==> config.mk <==
export PLATFORM = sky130hd
export DESIGN_NAME = fios_operand_server
export DESIGN_NICKNAME = d
export VERILOG_FILES = /design/src/rtl/fios_operand_server.sv
export SDC_FILE = /design/constraint.sdc
export NUM_CORES = 1
export LEC_CHECK = 0
export ABC_AREA = 1
export BUFFER_PORTS_ARGS = -buffer_cell sky130_fd_sc_hd__buf_4
export CAP_MARGIN = 25
export CORE_AREA = 3 3 299 227
export CTS_BUF_LIST = sky130_fd_sc_hd__clkbuf_4
export DETAILED_ROUTE_END_ITERATION = 7
export DIE_AREA = 0 0 302 230
export PLACE_DENSITY = 0.74
export SLEW_MARGIN = 25
export SYNTH_ARGS = -nofsm -noshare
export SYNTH_HDL_FRONTEND = slang
export SYNTH_SLANG_ARGS = --single-unit
==> constraint.sdc <==
create_clock -name clock_i -period 4.8 [get_ports clock_i]
set_input_delay 0.96 -clock clock_i [delete_from_list [all_inputs] [get_ports clock_i]]
set_output_delay 0.96 -clock clock_i [all_outputs]
set_load 0.01 [all_outputs]
==> src/rtl/fios_operand_server.sv <==
// Operand/result server for the FIOS multiplier: host-loaded A/B/P/p'_0 storage, request-driven
// operand windows, result collection. Optional FIOS_OPSRV_CHECK_EN adds a sticky protocol flag.
module fios_operand_server #(
   parameter int unsigned s     = 8,
   parameter int unsigned PE_NB = 8
) (
   input  logic                          clock_i,
   input  logic                          reset_i,
   input  logic                          ld_en_i,
   input  logic [1:0]                    ld_sel_i,
   input  logic [$clog2(s)-1:0]          ld_addr_i,
   input  logic [16:0]                   ld_data_i,
   input  logic                          go_i,
   input  logic [$clog2(s)-1:0]          rd_addr_i,
   output logic [16:0]                   rd_data_o,
   output logic                          busy_o,
   output logic                          res_valid_o,
   output logic                          err_o,
   output logic                          start_o,
   output logic [16:0]                   p_prime_0_o,
   output logic [PE_NB*17-1:0]           a_o,
   output logic [16:0]                   b_o,
   output logic [16:0]                   p_o,
   input  logic                          a_shift_i,
   input  logic                          b_fetch_i,
   input  logic                          p_fetch_i,
   input  logic                          RES_push_i,
   input  logic                          done_i,
   input  logic [16:0]                   RES_i
);
   localparam int unsigned AW = $clog2(s);
   localparam int unsigned PW = $clog2(s + PE_NB + 1);
   localparam int unsigned RW = $clog2(s + 1);

   typedef enum logic [1:0] {StIdle, StRun, StDone} state_e;
   state_e state_q, state_d;

   logic [16:0] a_mem [s];
   logic [16:0] b_mem [s];
   logic [16:0] p_mem [s];
   logic [16:0] res_mem [s];

   logic [PW-1:0]       a_idx_q, a_idx_d;
   logic [AW-1:0]       b_idx_q, b_idx_d, p_idx_q, p_idx_d;
   logic [RW-1:0]       res_ptr_q, res_ptr_d;
   logic [PE_NB*17-1:0] a_q, a_d;
   logic [16:0]         b_q, b_d, p_q, p_d, pp0_q, rd_q;
   logic                start_q, start_d;
   logic                run, go_acc, ld_ok, addr_ok, push_acc, shift_acc, a_done;

   assign run       = (state_q == StRun);
   assign go_acc    = go_i & ~run;
   assign ld_ok     = ld_en_i & ~run;
   assign addr_ok   = 32'(ld_addr_i) < s;
   assign a_done    = 32'(a_idx_q) >= s;
   assign shift_acc = run & a_shift_i & ~a_done;
   assign push_acc  = run & RES_push_i & (res_ptr_q < RW'(s));

   always_comb begin
      state_d   = state_q;
      start_d   = 1'b0;
      a_idx_d   = a_idx_q;
      b_idx_d   = b_idx_q;
      p_idx_d   = p_idx_q;
      res_ptr_d = res_ptr_q;
      a_d       = a_q;
      b_d       = b_q;
      p_d       = p_q;
      unique case (state_q)
         StIdle, StDone: if (go_i) state_d = StRun;
         StRun:          if (done_i) state_d = StDone;
         default:        state_d = StIdle;
      endcase
      if (go_acc) begin
         start_d   = 1'b1;
         a_idx_d   = '0;
         b_idx_d   = '0;
         p_idx_d   = '0;
         res_ptr_d = '0;
         b_d       = b_mem[0];
         p_d       = p_mem[0];
      end
      if (shift_acc) a_idx_d = a_idx_q + PW'(PE_NB);
      if (run && b_fetch_i) begin
         b_idx_d = (b_idx_q == AW'(s - 1)) ? '0 : b_idx_q + AW'(1);
         b_d     = b_mem[b_idx_d];
      end
      if (run && p_fetch_i) begin
         p_idx_d = (p_idx_q == AW'(s - 1)) ? '0 : p_idx_q + AW'(1);
         p_d     = p_mem[p_idx_d];
      end
      if (push_acc) res_ptr_d = res_ptr_q + RW'(1);
      // Window words past the operand end read as zero; the window never wraps.
      if (go_acc || shift_acc) begin
         for (int unsigned i = 0; i < PE_NB; i++) begin
            a_d[i*17 +: 17] = '0;
            if (32'(a_idx_d) + i < s) a_d[i*17 +: 17] = a_mem[AW'(32'(a_idx_d) + i)];
         end
      end
   end

   always_ff @(posedge clock_i) begin
      if (reset_i) begin
         state_q   <= StIdle;
         start_q   <= 1'b0;
         a_idx_q   <= '0;
         b_idx_q   <= '0;
         p_idx_q   <= '0;
         res_ptr_q <= '0;
         a_q       <= '0;
         b_q       <= '0;
         p_q       <= '0;
         pp0_q     <= '0;
         rd_q      <= '0;
      end else begin
         state_q   <= state_d;
         start_q   <= start_d;
         a_idx_q   <= a_idx_d;
         b_idx_q   <= b_idx_d;
         p_idx_q   <= p_idx_d;
         res_ptr_q <= res_ptr_d;
         a_q       <= a_d;
         b_q       <= b_d;
         p_q       <= p_d;
         if (ld_ok && ld_sel_i == 2'd3) pp0_q <= ld_data_i;
         rd_q <= (32'(rd_addr_i) < s) ? res_mem[rd_addr_i] : '0;
      end
   end

   // Storage has no reset so contents survive a mid-run reset.
   always_ff @(posedge clock_i) begin
      if (!reset_i) begin
         if (ld_ok && addr_ok) begin
            case (ld_sel_i)
               2'd0:    a_mem[ld_addr_i] <= ld_data_i;
               2'd1:    b_mem[ld_addr_i] <= ld_data_i;
               2'd2:    p_mem[ld_addr_i] <= ld_data_i;
               default: ;
            endcase
         end
         if (push_acc) res_mem[res_ptr_q[AW-1:0]] <= RES_i;
      end
   end

`ifdef FIOS_OPSRV_CHECK_EN
   logic err_q, err_d;

   always_comb begin
      err_d = err_q;
      if (go_acc) begin
         err_d = 1'b0;
      end else if (run) begin
         if (RES_push_i && !push_acc) err_d = 1'b1;
         if (done_i && res_ptr_d != RW'(s)) err_d = 1'b1;
         if (a_shift_i && a_done) err_d = 1'b1;
      end
   end

   always_ff @(posedge clock_i) begin
      if (reset_i) err_q <= 1'b0;
      else         err_q <= err_d;
   end

   assign err_o = err_q;
`else
   assign err_o = 1'b0;
`endif

   assign rd_data_o   = rd_q;
   assign busy_o      = run;
   assign res_valid_o = (state_q == StDone);
   assign start_o     = start_q;
   assign p_prime_0_o = pp0_q;
   assign a_o         = a_q;
   assign b_o         = b_q;
   assign p_o         = p_q;

endmodule

Word-level counts from Yosys, hierarchy flattened --
Memory sizes are Yosys's and may differ from the RTL's. A register that Yosys moved wholly into a read port is not among the register bits. Index checks and enable logic that the tools add are counted.
Word-level totals: memory bits (writable) 544, input port bits 51, bits in registers 205, memories kept 4, output and inout port bits 208
Memory list:
- a_mem | depth 8, width 17, read ports 8, clocked after Yosys merged registers in 0, write ports 1, RTL line 38 | logic [16:0] a_mem [s];
- b_mem | depth 8, width 17, read ports 2, clocked after Yosys merged registers in 0, write ports 1, RTL line 39 | logic [16:0] b_mem [s];
- p_mem | depth 8, width 17, read ports 2, clocked after Yosys merged registers in 0, write ports 1, RTL line 40 | logic [16:0] p_mem [s];
- res_mem | depth 8, width 17, read ports 1, clocked after Yosys merged registers in 1, write ports 1, RTL line 41 | logic [16:0] res_mem [s];
Cells by class: $lt $le $gt $ge 10, equality and inequality tests 9, bitwise gates (word level) 8, add/sub/neg operators 11, reductions and logical operators 11, multiplexer cells 40
Operators with widths (number):
- 32-bit by 4-bit less-than comparator with 1-bit output (second input constant) | 7
- 17-bit two-way mux | 12
- 5-bit by 3-bit adder with 6-bit output (second input constant) | 4
- 1-bit two-way mux | 16
- 3-bit two-way mux | 5
- 5-bit by 2-bit adder with 6-bit output (second input constant) | 2
- 5-bit two-way mux | 2
- 4-bit two-way mux | 2
- 3-bit by 1-bit adder with 3-bit output (second input constant) | 2
- 5-bit by 1-bit adder with 6-bit output (second input constant) | 1
- 1-bit bitwise AND | 6
- 2-bit == test (second input constant) | 3
- 3-bit == test (second input constant) | 2
- 2-bit nonzero test | 3
- 5-bit by 4-bit adder with 5-bit output (second input constant) | 1
- 5-bit by 4-bit greater-or-equal comparator with 1-bit output (second input constant) | 1
- 5-bit by 4-bit less-than comparator with 1-bit output (second input constant) | 1
- 4-bit by 1-bit adder with 4-bit output (second input constant) | 1
- 2-bit by 1-bit == test with 1-bit output (second input constant) | 2
- 2-bit logical NOT | 2
- 4-bit less-than comparator (second input constant) | 1
- 2-bit two-way mux | 2
- 2-bit != test (second input constant) | 2
- 2-bit one-hot mux with 2 select lines | 1
- 5 further kinds | 8

Logic depth before layout (Yosys ltp) --
depth after elaboration 8, mapped depth 17, mapped depth without buffers 15

Worst setup path before layout --
No wires, ideal clock.
path kind input port to flip-flop, start in reset_i, end mem a_mem[0][0] (enable), stages 5, slack 1.820 ns, buffers on the path 2, data required time 4.409 ns, data arrival time 2.589 ns, path through clkbuf_1 > inv_1 > clkbuf_1 > nand4_1 > nor2_1
On the way: word-level cells in the longest chain between the ends 2
RTL lines:
- start: declaration | RTL line 8 | input logic reset_i,
- 1-bit two-way mux | RTL line 132 | if (!reset_i) begin
- 1-bit two-way mux (implied by the code) | RTL line 135 | 2'd0: a_mem[ld_addr_i] <= ld_data_i;
- end: declaration | RTL line 38
Every way passes these cells.

Worst setup path in the final report --
start reg a_idx_q[3], end reg a_q[122] (netlist: a_o[122])
On the way: word-level cells in the longest chain between the ends 7
RTL lines:
- start: declaration | RTL line 43 | logic [PW-1:0] a_idx_q, a_idx_d;
- start signal: assignment | RTL line 118 | a_idx_q <= a_idx_d;
- 5-bit by 4-bit greater-or-equal comparator with 1-bit output | RTL line 55 | assign a_done = 32'(a_idx_q) >= s;
- 1-bit NOT | RTL line 56 | assign shift_acc = run & a_shift_i & ~a_done;
- 1-bit bitwise AND | RTL line 56
- 5-bit two-way mux | RTL line 83 | if (shift_acc) a_idx_d = a_idx_q + PW'(PE_NB);
- 5-bit by 3-bit adder with 6-bit output | RTL line 97 | if (32'(a_idx_d) + i < s) a_d[i*17 +: 17] = a_mem[AW'(32'(a_idx_d) + i)];
- 32-bit by 4-bit less-than comparator with 1-bit output or memory read 8 x 17 bit (tied branches)
- 17-bit two-way mux | RTL line 97
- end signal: assignment | RTL line 110 | a_q <= '0;
- end signal: assignment | RTL line 122 | a_q <= a_d;
- end: declaration | RTL line 46 | logic [PE_NB*17-1:0] a_q, a_d;
Several ways; a longest one is shown, not always the timed one. A chain may end at the register's enable or synchronous reset.

==> insert_results.sql <==
INSERT INTO impl_metrics (metric_group, metric, value, unit) VALUES
('die', 'die_h', '230', 'um'),
('yosys', 'synth_enable_flop_cells', '544', ''),
('detailed_routing', 'routed_wl', '103400', 'um'),
('yosys', 'synth.yosys.warnings', '0', ''),
('die', 'rows', '81', ''),
('cells_and_area', 'layout_commonest_cell', 'nand2_1', ''),
('grt', 'via_count_of_the_first_global_routing_pass', '25370', ''),
('placed_design', 'dp_worst_setup_slack', '0.6239', 'ns'),
('grt', 'grt_use_total', '29.21', '%'),
('detailed_routing', 'drc_errors', '0', ''),
('worst_setup_path', 'crit_type', 'flop to flop', ''),
('grt', 'grt_pass1_wl', '153800', 'um'),
('sta', 'worst_slew_margin_rel', '26.45', '%'),
('cells_and_area', 'filler_cell_count', '5486', ''),
('cells_and_area', 'fin_nets', '3796', ''),
('clock_network', 'htree_levels', '4', ''),
('sta', 'fmax', '0.2789', 'GHz'),
('detailed_routing', 'antenna_violating_nets_post_route', '0', ''),
('die', 'placeableCoreArea', '65170', 'um^2'),
('sta', 'layout_worst_path_cycle_share', '74.71', '%'),
('cells_and_area', 'layout-drive-gt1-share', '17.65', '%'),
('worst_setup_path', 'critical_path_arrival', '4.50', 'ns'),
('cells_and_area', 'layout.cells.most_common_list', 'nand2_1, edfxtp_1, buf_4, o21ai_0, nand3_1', ''),
('placed_design', 'post_dp_cell_area', '35770', 'um^2'),
('clock_network', 'clkTransAtPathRegs', '0.08', 'ns'),
('yosys', 'yosysSeqAreaShare', '62.71', '%'),
('clock_network', 'number_of_hold_buffers_added_after_cts', '0', ''),
('detailed_routing', 'detail_routed_net_length_per_standard_cell', '21.67', 'um'),
('cells_and_area', 'layout.core_utilization', '59.07', '%'),
('sta', 'tightest_slew', '1.092', 'ns'),
('clock_network', 'clock_path_buffers', '3', ''),
('worst_setup_path', 'worstPathMaxFanout', '20', ''),
('clock_network', 'cts_tree', 'done', ''),
('detailed_routing', 'first_pass_iters', '5', ''),
('clock_network', 'clock_insertion_delay_worst_skew', '1.02', 'ns'),
('yosys', 'post_synth.cell_area_avg', '9.597', 'um^2'),
('yosys', 'yosysTopAreaCell', 'edfxtp_1', ''),
('clock_network', 'cts_root_buffer', 'clkbuf_4', ''),
('placed_design', 'placement.io_buffers', '257', ''),
('cells_and_area', 'area_growth', '16.16', '%'),
('power_and_ir_drop', 'vdd_ir_drop_max', '0.0002256', 'V'),
('detailed_routing', 'drt-vias-per-instance', '5.779', ''),
('die', 'die-area', '69460', 'um^2'),
('worst_setup_path', 'timing.critical_path.from_type', 'flop', ''),
('yosys', 'post_synthesis_instance_area', '33140', 'um^2'),
('power_and_ir_drop', 'cellLeakagePower', '15.47', 'nW'),
('placed_design', 'hpwl', '65110', 'um'),
('sta', 'finalWorstSetupSlack', '1.214', 'ns'),
('yosys', 'synth.top_cells.by_area', 'edfxtp_1, dfxtp_1, nand2_1, o21ai_0, nand3_1', ''),
('sta', 'final.setup_skew', '0.06080', 'ns'),
('sta', 'slew_viol_final', '0', ''),
('yosys', 'syn-instance-count', '3453', ''),
('yosys', 'ys_async_sr_fraction', '0', '%'),
('placed_design', 'gp_congestion', '0.9864', ''),
('cells_and_area', 'final_cell_area', '38490', 'um^2'),
('sta', 'setup_repair_after_global_routing_missed_its_margin', 'false', ''),
('yosys', 'synthDominantCellAreaShare', '49.30', '%'),
('job', 'drv.max_cap_violation_count', '0', ''),
('grt', 'antenna_found_initial', '7', ''),
('sta', 'worst_hold_slack', '0.1660', 'ns'),
('yosys', 'yosys.cell_types.count', '39', ''),
('sta', 'report.final.hold_viol_count', '0', ''),
('sta', 'timing.setup.tns', '0', 'ns'),
('worst_setup_path', 'cp.required', '5.72', 'ns'),
('yosys', 'yosys_register_bits', '766', ''),
('clock_network', 'cts.sinks', '766', ''),
('die', 'io_pins', '259', ''),
('sta', 'setup-violations-final', '0', ''),
('clock_network', 'setup_repair_bufs_after_cts', '0', ''),
('status', 'outcome', 'complete, no violations', ''),
('sta', 'post-route-min-period', '3.586', 'ns'),
('grt', 'overall_overflow_remaining_after_global_route', '0', ''),
('clock_network', 'tritoncts.num_buffers', '181', ''),
('yosys', 'synthFlopType', 'edfxtp_1', ''),
('clock_network', 'cts-resized-gates', '0', ''),
('detailed_routing', 'vias', '27570', ''),
('die', 'die-width', '302', 'um'),
('power_and_ir_drop', 'power.density', '373.9', 'nW/um^2'),
('min_path', 'hp-class', 'input port to flop', ''),
('die', 'start_util', '50.85', '%'),
('yosys', 'syn-num-nets', '3512', ''),
('detailed_routing', 'drt_iter0_drc', '3529', ''),
('worst_setup_path', 'setup.worst_path.end_class', 'flop', ''),
('grt', 'grt_max_degree', '172', '');
-- power by group --
group | total [W] | switching [W] | internal, W
clock network | 0.00598 | 0.00269 | 0.00329
logic | 0.00112 | 0.000744 | 0.000372
registers | 0.00730 | 0.0000929 | 0.00721
-- metrics by stage --
| stage | total power [W] | cells |
|---|---|---|
| finish | 0.01439 | 4771 |
| global route | 0.01493 | 4769 |
| CTS | 0.01445 | 4762 |
| detailed placement | 0.008538 | 4423 |
| global placement | 0.008521 | 4422 |
| floorplan | 0.007995 | 3453 |
-- Yosys cell counts (14+ instances only) --
library cell	number
a22oi_1	34
o21a_1	14
nor2_1	276
a31oi_1	18
inv_1	182
nand4_1	21
dfxtp_1	222
edfxtp_1	544
o211ai_1	63
buf_1	23
a21oi_1	212
o22ai_1	86
buf_2	60
o21ai_0	315
nand3_1	311
nand3b_1	31
nand2_1	839
clkbuf_1	130
-- state kept, by name (all words and copies together), names as in the netlist, 4 cells and up --
name         count
a_mem          136
a_idx_q          5
p_prime_0_o     17
p_o             17
b_o             17
a_o            136
res_mem        136
res_ptr_q        4
b_mem          136
p_mem          136
rd_data_o       17
-- critical path, stage by stage (launching register included) --
cell and delay [ns]:
dfxtp_1 0.32, inv_1 0.09, ha_1 0.30, nand2_1 0.14
nor2_2 0.40, nand2_2 0.17, nand2_1 0.09, buf_4 0.29
o21ai_2 0.19, nor2_8 0.37, inv_4 0.09, nor3_4 0.69
nand2_1 0.19, a21oi_1 0.17
-- cell type report --
type                            instances  area (um^2)  area share [%]
Inverter                              197        744.5           1.934
Clock inverter                         49        481.7           1.251
Clock buffer                          290         2177           5.656
Multi-Input combinational cell       2263        10670           27.71
Sequential cell                       766        20780           53.99
Timing Repair Buffer                  328         2535           6.586
Antenna cell                            7        17.52         0.04551
Tap cell                              871         1090           2.831
-- cells by family (layout without fill, tap and decap cells) --
kind of cell	count (synthesis)	count (layout)	share of synthesized area, %
AND/OR/NAND/NOR	1506	1506	19.13
AO/OA/AOI/OAI	747	747	12.59
flip-flops	766	766	62.71
other	1	8	0.01132
XOR/XNOR	1	1	0.04910
buffers and inverters	424	864	5.207
adder cells (fa/ha/maj)	8	8	0.3021
-- path summary, 6_finish.rpt --
kind	start	endpoint	depth (start not counted)	slack [ns]
max reg2reg	a_idx_q[3]	a_o[122]	13	1.21
min reg2reg	p_prime_0_o[2]	p_prime_0_o[2]	2	0.45
max	a_idx_q[3]	a_o[122]	13	1.21
min	RES_i[15]	res_mem[6][15]	1	0.17
-- metal layers --
layer / track usage [%] / vias up / wire [um]
met5: 0 / - / 29
met4: 10.67 / 4 / 2963
met3: 9.647 / 201 / 12940
met2: 43.02 / 1656 / 45870
met1: 40.43 / 13030 / 41590
li1: - / 12690 / -
Note: power is estimated with default switching activity, not from simulation.
